`config.mk`:
```
export PLATFORM = sky130hd
export DESIGN_NAME = gg_vlc_bit_packer_flat
export DESIGN_NICKNAME = d
export VERILOG_FILES = /design/src/rtl/gg_vlc_bit_packer_pkg.sv /design/src/rtl/gg_vlc_bit_packer_if.sv /design/src/rtl/gg_vlc_bit_insert.sv /design/src/rtl/gg_vlc_bit_packer_chk.sv /design/src/rtl/gg_vlc_bit_packer.sv /design/src/flat_wrapper.sv
export SDC_FILE = /design/constraint.sdc
export NUM_CORES = 1
export LEC_CHECK = 0
export CAP_MARGIN = 10
export CORE_MARGIN = 2
export CORE_UTILIZATION = 54
export CTS_CLUSTER_DIAMETER = 50
export DETAILED_ROUTE_END_ITERATION = 10
export PLACE_DENSITY = 0.78
export SETUP_SLACK_MARGIN = 0.4
export SLEW_MARGIN = 25
export SYNTH_ARGS = -nofsm -noshare
export SYNTH_HDL_FRONTEND = slang
export SYNTH_HIERARCHICAL = 1
export SYNTH_SLANG_ARGS = --single-unit
```
`constraint.sdc`:
```
create_clock -name clk -period 3.1 [get_ports clk]
set_clock_uncertainty 0.1 [all_clocks]
set_input_delay 0.62 -clock clk [delete_from_list [all_inputs] [get_ports clk]]
set_output_delay 0.62 -clock clk [all_outputs]
set_load 0.05 [all_outputs]
```
`src/rtl/gg_vlc_bit_packer_pkg.sv`:
```
// Shared types and constants for the VLC bit packer: codeword bundle, packer FSM states,
// and the codeword legality rule.
package gg_vlc_bit_packer_pkg;

  localparam int PAD_BITS = 32;

  typedef struct packed {
    logic [31:0] code;
    logic [5:0]  len;
    logic        mb_start;
    logic        flush;
  } vlc_t;

  typedef enum logic [0:0] {
    PK_RUN   = 1'b0,
    PK_FLUSH = 1'b1
  } pack_state_e;

  // A zero-length codeword is only meaningful as a pure end-of-stream marker.
  function automatic logic len_legal(input logic [5:0] len, input logic flush);
    return (len <= 6'd32) && ((len != 6'd0) || flush);
  endfunction

endpackage

```
`src/rtl/gg_vlc_bit_packer_if.sv`:
```
// Codeword-in / packed-word-out bundle of the VLC bit packer.
// master: codeword producer and word consumer; slave: the packer itself.
interface gg_vlc_bit_packer_if #(parameter int WID = 32);

  logic           in_valid;
  logic           in_ready;
  logic [31:0]    in_code;
  logic [5:0]     in_len;
  logic           in_mb_start;
  logic           in_flush;

  logic           out_valid;
  logic           out_ready;
  logic [WID-1:0] out_bits;
  logic [31:0]    out_pad;
  logic [WID-1:0] out_mb_start;
  logic           out_last;

  modport master (
    output in_valid, in_code, in_len, in_mb_start, in_flush, out_ready,
    input  in_ready, out_valid, out_bits, out_pad, out_mb_start, out_last
  );

  modport slave (
    input  in_valid, in_code, in_len, in_mb_start, in_flush, out_ready,
    output in_ready, out_valid, out_bits, out_pad, out_mb_start, out_last
  );

endinterface

```
`src/rtl/gg_vlc_bit_insert.sv`:
```
// Left-aligned barrel insert: places a right-justified codeword of len bits at an MSB-first
// offset inside an ACCW-bit field, plus a one-hot marker at the codeword's first bit.
module gg_bit_insert #(
  parameter int WID = 32
) (
  input  logic [31:0]            code,
  input  logic [5:0]             len,
  input  logic                   mb_start,
  input  logic [$clog2(WID+65)-1:0] offset,
  output logic [WID+63:0]        ins_bits,
  output logic [WID+63:0]        ins_mk
);

  localparam int ACCW = WID + 64;
  localparam logic [ACCW-1:0] TOP_BIT_S = {1'b1, {(ACCW-1){1'b0}}};

  logic [5:0]  lsh_s;
  logic [31:0] code_la_s;

  // Left-justify the code (dropping bits above len), then shift it down to the fill point.
  always_comb begin
    lsh_s     = 6'd32 - len;
    code_la_s = code << lsh_s;
    ins_bits  = {code_la_s, {(ACCW-32){1'b0}}} >> offset;
    if (mb_start && (len != 6'd0)) begin
      ins_mk = TOP_BIT_S >> offset;
    end else begin
      ins_mk = '0;
    end
  end

endmodule

```
`src/rtl/gg_vlc_bit_packer_chk.sv`:
```
// Simulation checker for the packer input contract.
module gg_vlc_bit_packer_chk (
  input logic       clk,
  input logic       reset,
  input logic       in_valid,
  input logic       in_ready,
  input logic [5:0] in_len,
  input logic       in_flush
);

  a_len_legal: assert property (
    @(posedge clk) disable iff (!reset)
    (in_valid && in_ready) |-> ((in_len <= 6'd32) && ((in_len != 6'd0) || in_flush))
  );

endmodule

```
`src/rtl/gg_vlc_bit_packer.sv`:
```
// Encoder bitstream writer: packs 1..32-bit codewords MSB-first into WID-bit words, each with
// a 32-bit lookahead pad and an aligned macroblock-start marker.
module gg_vlc_bit_packer
  import gg_vlc_bit_packer_pkg::*;
#(
  parameter int WID = 32
) (
  input logic                clk,
  input logic                reset,
  gg_vlc_bit_packer_if.slave bus
);

  localparam int ACCW = WID + 64;
  localparam int FW   = $clog2(ACCW + 1);
  localparam logic [FW-1:0] FILL_WID  = FW'(WID);
  localparam logic [FW-1:0] FILL_FULL = FW'(WID + PAD_BITS);

  pack_state_e     state_r, state_s;
  logic [ACCW-1:0] acc_r, acc_s, acc_pop_s;
  logic [ACCW-1:0] mk_r, mk_s, mk_pop_s;
  logic [ACCW-1:0] ins_bits_s, ins_mk_s;
  logic [FW-1:0]   fill_r, fill_s, base_fill_s;
  logic            in_ready_r, out_valid_r, out_last_r;
  logic            in_ready_s, out_valid_s, out_last_s;
  logic            push_s, pop_s;
  vlc_t            vlc_s;

  assign vlc_s = '{code: bus.in_code, len: bus.in_len, mb_start: bus.in_mb_start,
                   flush: bus.in_flush};

  // Handshakes and the post-pop view of the accumulator that a same-cycle push lands in.
  always_comb begin
    pop_s  = out_valid_r && bus.out_ready;
    push_s = bus.in_valid && in_ready_r && len_legal(vlc_s.len, vlc_s.flush);
    if (pop_s) begin
      acc_pop_s = acc_r << WID;
      mk_pop_s  = mk_r << WID;
      if (fill_r > FILL_WID) begin
        base_fill_s = fill_r - FILL_WID;
      end else begin
        base_fill_s = '0;
      end
    end else begin
      acc_pop_s   = acc_r;
      mk_pop_s    = mk_r;
      base_fill_s = fill_r;
    end
  end

  gg_bit_insert #(.WID(WID)) u_insert (
    .code     (vlc_s.code),
    .len      (vlc_s.len),
    .mb_start (vlc_s.mb_start),
    .offset   (base_fill_s),
    .ins_bits (ins_bits_s),
    .ins_mk   (ins_mk_s)
  );

  // Next accumulator/fill/state; handshake flags are derived from next state so they leave a flop.
  always_comb begin
    if (push_s) begin
      acc_s  = acc_pop_s | ins_bits_s;
      mk_s   = mk_pop_s | ins_mk_s;
      fill_s = base_fill_s + FW'(vlc_s.len);
    end else begin
      acc_s  = acc_pop_s;
      mk_s   = mk_pop_s;
      fill_s = base_fill_s;
    end
    case (state_r)
      PK_RUN: begin
        if (push_s && vlc_s.flush && (fill_s != '0)) begin
          state_s = PK_FLUSH;
        end else begin
          state_s = PK_RUN;
        end
      end
      PK_FLUSH: begin
        if (pop_s && out_last_r) begin
          state_s = PK_RUN;
          fill_s  = '0;
        end else begin
          state_s = PK_FLUSH;
        end
      end
      default: state_s = PK_RUN;
    endcase
    in_ready_s = (state_s == PK_RUN) && (fill_s <= FILL_FULL);
    if (state_s == PK_FLUSH) begin
      out_valid_s = (fill_s != '0);
      out_last_s  = (fill_s <= FILL_WID);
    end else begin
      out_valid_s = (fill_s >= FILL_FULL);
      out_last_s  = 1'b0;
    end
  end

  // State registers; reset drops any buffered bits without emitting a partial word.
  always_ff @(posedge clk or negedge reset) begin
    if (!reset) begin
      state_r     <= PK_RUN;
      acc_r       <= '0;
      mk_r        <= '0;
      fill_r      <= '0;
      in_ready_r  <= 1'b1;
      out_valid_r <= 1'b0;
      out_last_r  <= 1'b0;
    end else begin
      state_r     <= state_s;
      acc_r       <= acc_s;
      mk_r        <= mk_s;
      fill_r      <= fill_s;
      in_ready_r  <= in_ready_s;
      out_valid_r <= out_valid_s;
      out_last_r  <= out_last_s;
    end
  end

  assign bus.in_ready     = in_ready_r;
  assign bus.out_valid    = out_valid_r;
  assign bus.out_last     = out_last_r;
  assign bus.out_bits     = acc_r[ACCW-1 -: WID];
  assign bus.out_pad      = acc_r[ACCW-1-WID -: PAD_BITS];
  assign bus.out_mb_start = mk_r[ACCW-1 -: WID];

  gg_vlc_bit_packer_chk u_chk (
    .clk      (clk),
    .reset    (reset),
    .in_valid (bus.in_valid),
    .in_ready (in_ready_r),
    .in_len   (bus.in_len),
    .in_flush (bus.in_flush)
  );

endmodule

```
`src/flat_wrapper.sv`:
```
// flat-port wrapper written by rule: the top's interface ports become plain ports
module gg_vlc_bit_packer_flat import gg_vlc_bit_packer_pkg::*;
#(
  parameter int WID = 32
)
  (clk, reset, bus_in_valid, bus_in_code, bus_in_len, bus_in_mb_start, bus_in_flush, bus_out_ready, bus_in_ready, bus_out_valid, bus_out_bits, bus_out_pad, bus_out_mb_start, bus_out_last);
  gg_vlc_bit_packer_if #(.WID(WID)) bus_i ();
  input logic clk;
  input logic reset;
  input wire logic [$bits(bus_i.in_valid)-1:0] bus_in_valid;
  input wire logic [$bits(bus_i.in_code)-1:0] bus_in_code;
  input wire logic [$bits(bus_i.in_len)-1:0] bus_in_len;
  input wire logic [$bits(bus_i.in_mb_start)-1:0] bus_in_mb_start;
  input wire logic [$bits(bus_i.in_flush)-1:0] bus_in_flush;
  input wire logic [$bits(bus_i.out_ready)-1:0] bus_out_ready;
  output wire logic [$bits(bus_i.in_ready)-1:0] bus_in_ready;
  output wire logic [$bits(bus_i.out_valid)-1:0] bus_out_valid;
  output wire logic [$bits(bus_i.out_bits)-1:0] bus_out_bits;
  output wire logic [$bits(bus_i.out_pad)-1:0] bus_out_pad;
  output wire logic [$bits(bus_i.out_mb_start)-1:0] bus_out_mb_start;
  output wire logic [$bits(bus_i.out_last)-1:0] bus_out_last;
  assign bus_i.in_valid = bus_in_valid;
  assign bus_i.in_code = bus_in_code;
  assign bus_i.in_len = bus_in_len;
  assign bus_i.in_mb_start = bus_in_mb_start;
  assign bus_i.in_flush = bus_in_flush;
  assign bus_i.out_ready = bus_out_ready;
  assign bus_in_ready = bus_i.in_ready;
  assign bus_out_valid = bus_i.out_valid;
  assign bus_out_bits = bus_i.out_bits;
  assign bus_out_pad = bus_i.out_pad;
  assign bus_out_mb_start = bus_i.out_mb_start;
  assign bus_out_last = bus_i.out_last;
  gg_vlc_bit_packer #(.WID(WID)) u_core (.clk(clk), .reset(reset), .bus(bus_i));
endmodule
```
* Word level (Yosys, flattened, before mapping)
Index checks and enable logic that the tools add are counted.
** Word-level totals
- Flip-flop bits (word level) :: 203
- Input port bits :: 44
- Output and inout port bits :: 99
** Cells by class
- Add/sub/neg operators :: 3
- $lt $le $gt $ge :: 5
- Shift operators :: 3
- Muxes and demuxes :: 15
- Bitwise operators :: 4
- Reduce and logical (&&, ||, !) cells :: 13
** Operators by type and width (number)
- 2-to-1 mux 96 bit :: 5
- bitwise OR 96 bit :: 2
- >> shifter 96 x 7 -> 96 bit :: 1
- >> shifter 96 x 7 -> 96 bit, first input constant :: 1
- 2-to-1 mux 7 bit :: 5
- left shift 32 x 6 -> 32 bit :: 1
- nonzero test 7 bit :: 2
- logical AND 1 bit :: 9
- adder 7 x 6 -> 7 bit :: 1
- >= comparator 7 bit, second input constant :: 1
- greater-than comparator 7 x 6 -> 1 bit, second input constant :: 1
- less-or-equal comparator 7 x 6 -> 1 bit, second input constant :: 1
- less-or-equal comparator 7 bit, second input constant :: 1
- subtractor 7 x 6 -> 7 bit, second input constant :: 1
- less-or-equal comparator 6 bit, second input constant :: 1
- nonzero test 6 bit :: 1
- subtractor 6 bit, first input constant :: 1
- 2-to-1 mux 1 bit :: 4
- inverter 1 bit :: 2
- case mux 1 bit (2 select lines) :: 1
- logical OR 1 bit :: 1

* Depth between registers and ports, before layout
Gate-level depths: netlist of the first run.
- Depth in word-level cells :: 11
- Gate-level depth with buffers :: 19
- Mapped depth without buffers :: 14

* Hierarchy
The synthesis of the first run kept the hierarchy.
** Modules (own cells, without submodules)
- gg_vlc_bit_packer :: times used 1, cells an instance 1023, area each 9303.9 um2, sequential area each 5081.1 um2
- gg_bit_insert :: times used 1, cells an instance 990, area each 6806.5 um2, sequential area each 0.0 um2

* Worst setup path after synthesis of the first run
Ideal clock, no wire load.
- Path type :: input-to-reg
- Start point :: input port bus_in_len[0]
- End point :: register u_core.acc_r[1]
- Arrival :: 4.611 ns
- Required time :: 2.879 ns
- Slack :: -1.732 ns
- Stages :: 18
- Buffers on the path :: 6
- Path through :: buf_4 > buf_6 > buf_6 > inv_2 > ha_1 > buf_2 > buf_2 > buf_6 > mux2_1 > mux4_2 > nand2_1 > nor2_1 > a2111oi_0 > nor2_1 > mux2_2 > o221a_1 > a22o_1 > a22o_1
** On the way
- Word-level cells in the longest chain between the ends :: 5
** RTL lines
- from (decl) :: line flat_wrapper.sv:12 : input wire logic [$bits(bus_i.in_len)-1:0] bus_in_len;
- subtractor 6 bit :: line gg_vlc_bit_insert.sv:22 : lsh_s = 6'd32 - len;
- left shift 32 x 6 -> 32 bit :: line gg_vlc_bit_insert.sv:23 : code_la_s = code << lsh_s;
- >> shifter 96 x 7 -> 96 bit :: line gg_vlc_bit_insert.sv:24 : ins_bits = {code_la_s, {(ACCW-32){1'b0}}} >> offset;
- named net u_core.ins_bits_s[1] :: line gg_vlc_bit_packer.sv:21 : logic [ACCW-1:0] ins_bits_s, ins_mk_s;
- bitwise OR 96 bit :: line gg_vlc_bit_packer.sv:62 : acc_s = acc_pop_s | ins_bits_s;
- 2-to-1 mux 96 bit :: line gg_vlc_bit_packer.sv:61 : if (push_s) begin
- named net u_core.acc_s[1] :: line gg_vlc_bit_packer.sv:19 : logic [ACCW-1:0] acc_r, acc_s, acc_pop_s;
- to (signal assigned) :: line gg_vlc_bit_packer.sv:110 : acc_r <= acc_s;
- to (decl) :: line gg_vlc_bit_packer.sv:19
The timed path passes the listed nets, and every way through them passes these cells.

* Worst setup path after layout of the first run
- Start point :: input port bus_in_len[0]
- End point :: register u_core.acc_r[60]
Same word-level chain as after synthesis.

==> metrics.txt, run 1 <==
GRT Util Overall=43.0%; RD Place Congestion=1.03; global-route wire length before repair=approximately 110000 um; clk_lat worst skew=550 ps; Hold WS=-18.4 ps; Pre-antenna DRT Iters=9; relative slew slack=49.0%; wire length per cell=25.9 um; synthesized netlist cell count=2013; Yosys reg bits=around 200; Final Max Tran Viols=0; Final Power=23.5 mW; Placed Cells=2781; Rows=63; cells along the critical path=buf_12 -> buf_4 -> or4_4 -> nand2_2 -> buf_6 -> buf_12 -> mux4_2 -> mux2_4 -> o22a_1 -> buf_4 -> mux4_2 -> buf_6 -> nand2_2 -> o2bb2ai_2 -> nand2_2 -> nand3_2; die area=approximately 31000 um2; yosys warns=6; iteration-0 DRC count of the detailed router=2986; Hold Buf Count CTS=0; Die Wd=between 150 and 200 um; unrepaired setup endpoints after global routing=true; vias per std cell=roughly 6.8; CP max stage cell=or4_4; total global routing overflow=0; Hold Crit Class=input port to asynchronous set/reset pin; Synth cell types=95; fin crit share=128%; met2 WL post-DR=35000 um; # port buffers=142; fill count=1635; CP Class=input port to flop; syn nets=between 2000 and 2500; failing checks=hold timing, setup timing; RR Endpoint=u_core/acc_r[60]; worst vdd ir=just over 700 uV; fmax=251 MHz; worst slack, placed=-1860 ps; CP most frequent cell=nand2_2; H-tree depth=1; synthesis-to-finish area growth=52.1%; initial antenna violation count=3; vias post-DR=slightly below 20000; delay-heaviest family, CP=multiplexers; MaxCap Viol Count=0; met3 wire length=between 7000 and 8000 um; clock sinks=203; crit-path max cell delay=600 ps; area of the core=~29000 um2; Worst Reg2Reg Path Length in Cells=17; CTS root buffer=clkbuf_16; Sequential Area=5080 um2; Worst Path Arrival=4300 ps; CP Data Required Time=about 3400 ps; Final setup violation count=between 90 and 100; routed metal-1 wirelength=26100 um; Crit. End Element=flop; Mapped Avg Cell Area=8.00 um2; initial core utilization=a little over half; Reg-to-Reg Start=u_core/fill_r[6]; Tmin final=3980 ps; CP Max Fanout=5; ANT nets after route=0; # nets final=2542; vias in the first global route=18700; CP startpoint kind=input port; run status=finished, violations left; worst-margin pin slew=764 ps; Pwr Density=roughly 960 nW/um2; Top Metal Used=met5; CTS buffer count=24; Finished Layout Cells=between 2000 and 3000; Post-synth top flop=dfrtp_1; post-synthesis sequential area ratio=a little under a third; Async SR Flop Fraction=between 90% and 100%; DRC=0; final hold viol count=25; # IOs=143; Post-Syn Area=16100 um2; DRT Wirelength=around 75000 um; Post-synth EDFFs=0; clock transition at the registers of the reported paths=60 ps; Buf/Inv on CP=6; P_leak=10.8 nW; CTS tree=yes; final worst setup slack=-880 ps; Multi-input gate area=11800 um2; reg-to-reg slack, setup=-360 ps; pin count of the biggest net entering global routing=99; fraction of layout cells with a size suffix above 1=40.5%; clock tree buffer depth=3; die height=177 um; hpwl dp=48800 um
==> synthesized netlist by cell type, types with 10 or more instances <==
cell / number / area share (%)
mux2_2: 42 / 2.9
nor2b_1: 12 / 0.47
mux4_2: 45 / 6.3
a21oi_1: 44 / 1.4
mux2i_1: 48 / 3.0
clkbuf_1: 92 / 2.1
o22ai_1: 28 / 1.1
a32oi_1: 10 / 0.54
o221ai_1: 26 / 1.4
nand3_1: 175 / 5.4
dfrtp_1: 202 / 31
a22oi_1: 17 / 0.79
nand2_1: 497 / 12
a211oi_1: 16 / 0.75
nor3_1: 24 / 0.75
a22o_1: 75 / 4.1
o21ai_0: 69 / 2.1
buf_2: 33 / 1.0
nor2_1: 187 / 4.4
inv_1: 17 / 0.40
and2_1: 17 / 0.66
buf_4: 103 / 4.8
==> kinds of logic (layout without fill, tap and decap cells) <==
kind of cell               Yosys count  in the layout  share of synthesized area [%]
other                                0              1                              0
xor gates and xnor gates             6              6                          0.419
AOI/OAI and AO/OA                  421            421                           19.8
adders and majority gates            9              9                          0.746
buffers and inverters              259            753                           8.92
muxes                              137            137                           12.4
and+or+nand+nor                    978            978                           26.2
DFF                                203            203                           31.5
==> per-layer routing <==
metal,up-vias,global-route usage [%]
met1,9424,50.7
met4,6,25.3
li1,8136,-
met3,503,6.42
met2,1579,74.4
met5,-,0
==> metrics by stage <==
stage               setup TNS (ps)  cell area (um2)  util [%]
floorplan                   -93560            16600         -
global placement           -190800            21000      71.2
detailed placement         -199900            21000      71.2
CTS                         -52590            23300      78.9
global route                -63990            24500      83.1
finish                      -59750            24500      83.1
==> timing repair <==
| item | CTS | global route |
|---|---|---|
| setup endpoints to repair | 201 | 192 |
| buffers inserted | 40 | 31 |
| pin swaps | 96 | 105 |
| gates cloned | 1 | 0 |
| resized for setup | 261 | 224 |
==> placed cells by master (no fill, tap or decap), types with 8 or more instances in the layout <==
cell type        count
and2_4               8
o21ai_2             16
o22ai_2             15
nor2_2              10
nand2_2             24
mux2i_2              9
buf_12              32
a21oi_1             27
o22a_1               8
nand2_1            469
and2_1              10
buf_6               74
mux2_4              21
nor3_1              16
clkdlybuf4s50_1    126
mux2_2              22
a211oi_1            10
o21ai_1             21
a22oi_2             15
o221ai_2            17
a22o_1              72
clkbuf_16           25
nor2_1             158
mux4_2              45
o21ai_0             28
nand3_1            148
nor2_4              19
buf_4              437
dfrtp_1            201
mux2i_1             30
nand3_2             26
mux2i_4             10
inv_1               15
a21oi_2             14
==> report_power, final <==
part,switching (mW),internal [mW],leakage (nW)
registers,0.483,3.19,2.78
logic,9.76,7.11,7.61
clock network,1.22,1.74,0.402
==> worst max-delay path by stage <==
stage | start | depth (start not counted) | end | slack, ps
2_1_floorplan | bus_in_len[0] | 16 | u_core/acc_r[29] | -1250
3_3_place_gp | bus_in_len[1] | 14 | u_core/acc_r[7] | -1840
3_5_place_dp | bus_in_len[1] | 14 | u_core/acc_r[7] | -1860
4_1_cts | bus_in_len[0] | 16 | u_core/acc_r[59] | -720
5_1_grt | bus_in_len[0] | 18 | u_core/acc_r[60] | -900
6_report | bus_in_len[0] | 16 | u_core/acc_r[60] | -880
==> cell type report <==
cell class / instances / share of cell area (%)
multi-input combinational: 1551 / 48.1
timing repair buffer: 688 / 25.5
sequential: 203 / 20.7
clock buffer: 33 / 2.80
tap: 390 / 1.99
clock inverter: 11 / 0.531
inverter: 21 / 0.383
antenna: 1 / 0.0102
==> sequential cells by signal, summed over array words and instances (netlist names) <==
register,flops
u_core/acc_r,96
u_core/mk_r,96
u_core/fill_r,7
u_core/bus.in_ready,1
u_core/bus.out_last,1
u_core/bus.out_valid,1
u_core/state_r,1
No activity file was read; power rests on OpenSTA's default activity.
==> run 2, diff against run 1 <==
--- a/config.mk
+++ b/config.mk
@@ -6,12 +6,11 @@
 export NUM_CORES = 1
 export LEC_CHECK = 0
 export CAP_MARGIN = 10
-export CORE_MARGIN = 2
 export CORE_UTILIZATION = 54
 export CTS_CLUSTER_DIAMETER = 50
 export DETAILED_ROUTE_END_ITERATION = 10
 export PLACE_DENSITY = 0.78
-export SETUP_SLACK_MARGIN = 0.4
+export SETUP_SLACK_MARGIN = 0.02
 export SLEW_MARGIN = 25
 export SYNTH_ARGS = -nofsm -noshare
 export SYNTH_HDL_FRONTEND = slang
==> metrics.txt, run 2 (same netlist as run 1, synthesis figures left out) <==
run status=finished, violations left (unchanged); failing checks=setup timing (was hold timing, setup timing); Pre-antenna DRT Iters=9 (unchanged); die height=175 um (was 177 um); vias per std cell=6.58 (was 6.78); iteration-0 DRC count of the detailed router=2556 (was 2986); clock network power share=13.8% (was 12.6%); RD Place Congestion=1.06 (was 1.03); Die Wd=175 um (was 177 um); GR Util met2=75.2% (was 74.4%); Worst Path Arrival=4180 ps (was 4300 ps); initial antenna violation count=0 (was 3); vias in the first global route=18700 (about the same); Rows=62 (was 63); fmax=257 MHz (was 251 MHz); clock sinks=203 (unchanged); MaxCap Viol Count=0 (unchanged); CP Max Fanout=8 (was 5); Core Util, Final=80.9% (was 83.1%); DRC=0 (unchanged); fin crit share=125% (was 128%); global-route met3 utilization=6.01% (was 6.42%); clock tree buffer depth=3 (unchanged); Hold Crit Class=input port to asynchronous set/reset pin (unchanged); internal power=11.5 mW (was 12.0 mW); busiest grt layer=met2 (unchanged); combinational cell fraction of total power=69.7% (was 71.8%); worst vdd ir=607 uV (was 721 uV); Tmin final=3890 ps (was 3980 ps); diode count=0 (was 1); hpwl dp=48500 um (was 48800 um); fraction of layout cells with a size suffix above 1=36.9% (was 40.5%); synthesis-to-finish area growth=45.7% (was 52.1%); CP startpoint kind=input port (unchanged); Pwr Density=929 nW/um2 (was 959 nW/um2); sw power=10.3 mW (was 11.5 mW); pin count of the biggest net entering global routing=116 (was 99); Final Power=21.8 mW (was 23.5 mW); ANT nets after route=0 (unchanged); final hold viol count=0 (was 25); CTS tree=yes (unchanged); CP Data Required Time=3390 ps (was 3420 ps); sw frac=47.5% (was 48.8%); die area=30500 um2 (was 31200 um2); # nets final=2530 (was 2542); DRT Wirelength=68800 um (was 75100 um); Worst Reg2Reg Path Length in Cells=15 (was 17); Final Max Tran Viols=0 (unchanged); worst slack, placed=-1670 ps (was -1860 ps); initial core utilization=55.5% (was 54.6%); CTS root buffer=clkbuf_16 (unchanged); GRT Util Overall=44.0% (was 43.0%); CP Class=input port to flop (unchanged); most frequent cells in the layout=nand2_1, buf_4, dfrtp_1, nand3_1, nor2_1 (was nand2_1, buf_4, dfrtp_1, nor2_1, nand3_1); Flop pwr share=16.6% (was 15.6%); vias post-DR=19000 (was 19600); area of the core=29000 um2 (was 29500 um2); Final setup violation count=96 (was 97); global-route wire length before repair=106000 um (was 105000 um); fill count=1747 (was 1635); P_leak=10.4 nW (was 10.8 nW); unrepaired setup endpoints after global routing=true (unchanged); commonest non-fill, non-tap cell in the layout=nand2_1 (unchanged); Crit. End Element=flop (unchanged); CTS buffer count=24 (unchanged); final worst setup slack=-790 ps (was -880 ps); # IOs=143 (unchanged); biggest regs=u_core/acc_r (96), u_core/mk_r (96), u_core/fill_r (7) (unchanged); relative slew slack=31.5% (was 49.0%); wire length per cell=23.9 um (was 25.9 um); clock transition at the registers of the reported paths=60 ps (about the same); H-tree depth=1 (unchanged); total global routing overflow=0 (unchanged); # port buffers=142 (unchanged); GRT met1 Usage=52.9% (was 50.7%); worst-margin pin slew=1020 ps (was 764 ps); clk_lat worst skew=500 ps (was 550 ps)
==> run 2: cell types whose count changed in the layout (fill, tap and decap cells not counted), moves of 6 or more <==
| cell | change |
|---|---|
| o21ai_0 | +6 |
| nand2_1 | +13 |
| o22ai_1 | +9 |
| nand3_1 | +18 |
| nor2_1 | +7 |
| nor2_2 | +9 |
| a21oi_2 | -7 |
| nand2_2 | -11 |
| nand3_2 | -17 |
| buf_4 | +19 |
| buf_6 | -27 |
| nor2_4 | -16 |
| mux2i_1 | +6 |
| a21oi_1 | +9 |
==> run 2: repair_timing <==
item                       CTS  global route
gates resized for setup    198           112
setup endpoints to repair  127           124
hold buffers                 0             0
cloned                       1             0
buffers inserted            35            16
pin swaps                   71            50
==> run 2: through the flow <==
stage	setup TNS, ps	instances	area [um2]	hold WS (ps)
after CTS	-49470	2863	22900	66.3
after global placement	-184500	2785	21000	370
after detailed placement	-191580	2785	21000	374
after floorplan	-93560	2013	16500	224
after global routing	-62710	2879	23500	86.9
final	-56980	2879	23500	28.6
==> run 2: layout make-up <==
cell class	instances	area (um2)	share of cell area, %
Clock inverter	12	146	0.624
Clock buffer	32	712	3.03
Multi-Input combinational cell	1552	11000	46.8
Sequential cell	203	5080	21.7
Tap cell	384	480	2.05
Inverter	21	88.8	0.378
Timing Repair Buffer	675	5980	25.5
==> run 2: final timing paths <==
path                                 startpoint                   to  slack [ps]
min reg2reg                    u_core/acc_r[78]     u_core/acc_r[78]         390
max                               bus_in_len[0]      u_core/acc_r[3]        -790
min in group clk               u_core/acc_r[78]     u_core/acc_r[78]         390
max reg2reg                u_core/bus.out_valid      u_core/acc_r[3]        -470
min                                       reset  u_core/bus.out_last          30
max in group asynchronous                 reset      u_core/mk_r[20]        2010
==> run 2: layer usage <==
layer	vias to the layer above	part of all wire, %
met4	0	7.4
met1	9096	36
met3	372	8.3
li1	8107	-
met5	-	0
met2	1381	48
==> run 2: power groups by stage <==
stage	Sequential, mW	Combinational, mW	Clock (mW)
after detailed placement	3.62	12.7	0
after CTS	3.60	13.9	2.99
final	3.61	15.2	3.00
after global routing	3.67	15.7	3.11
after floorplan	3.55	7.27	0
after global placement	3.59	12.5	0
==> run 2: critical path, stage by stage <==
cell and delay (ps):
buf_12 90, inv_8 30, ha_4 310, buf_12 150
buf_8 120, buf_6 120, buf_6 90, mux2i_1 200
mux4_2 310, buf_4 120, a311oi_2 30, buf_4 160
a211oi_4 320, buf_4 220, nor2_1 60, mux4_2 540
mux2i_1 210, buf_4 180, o22ai_1 80, a22o_1 200
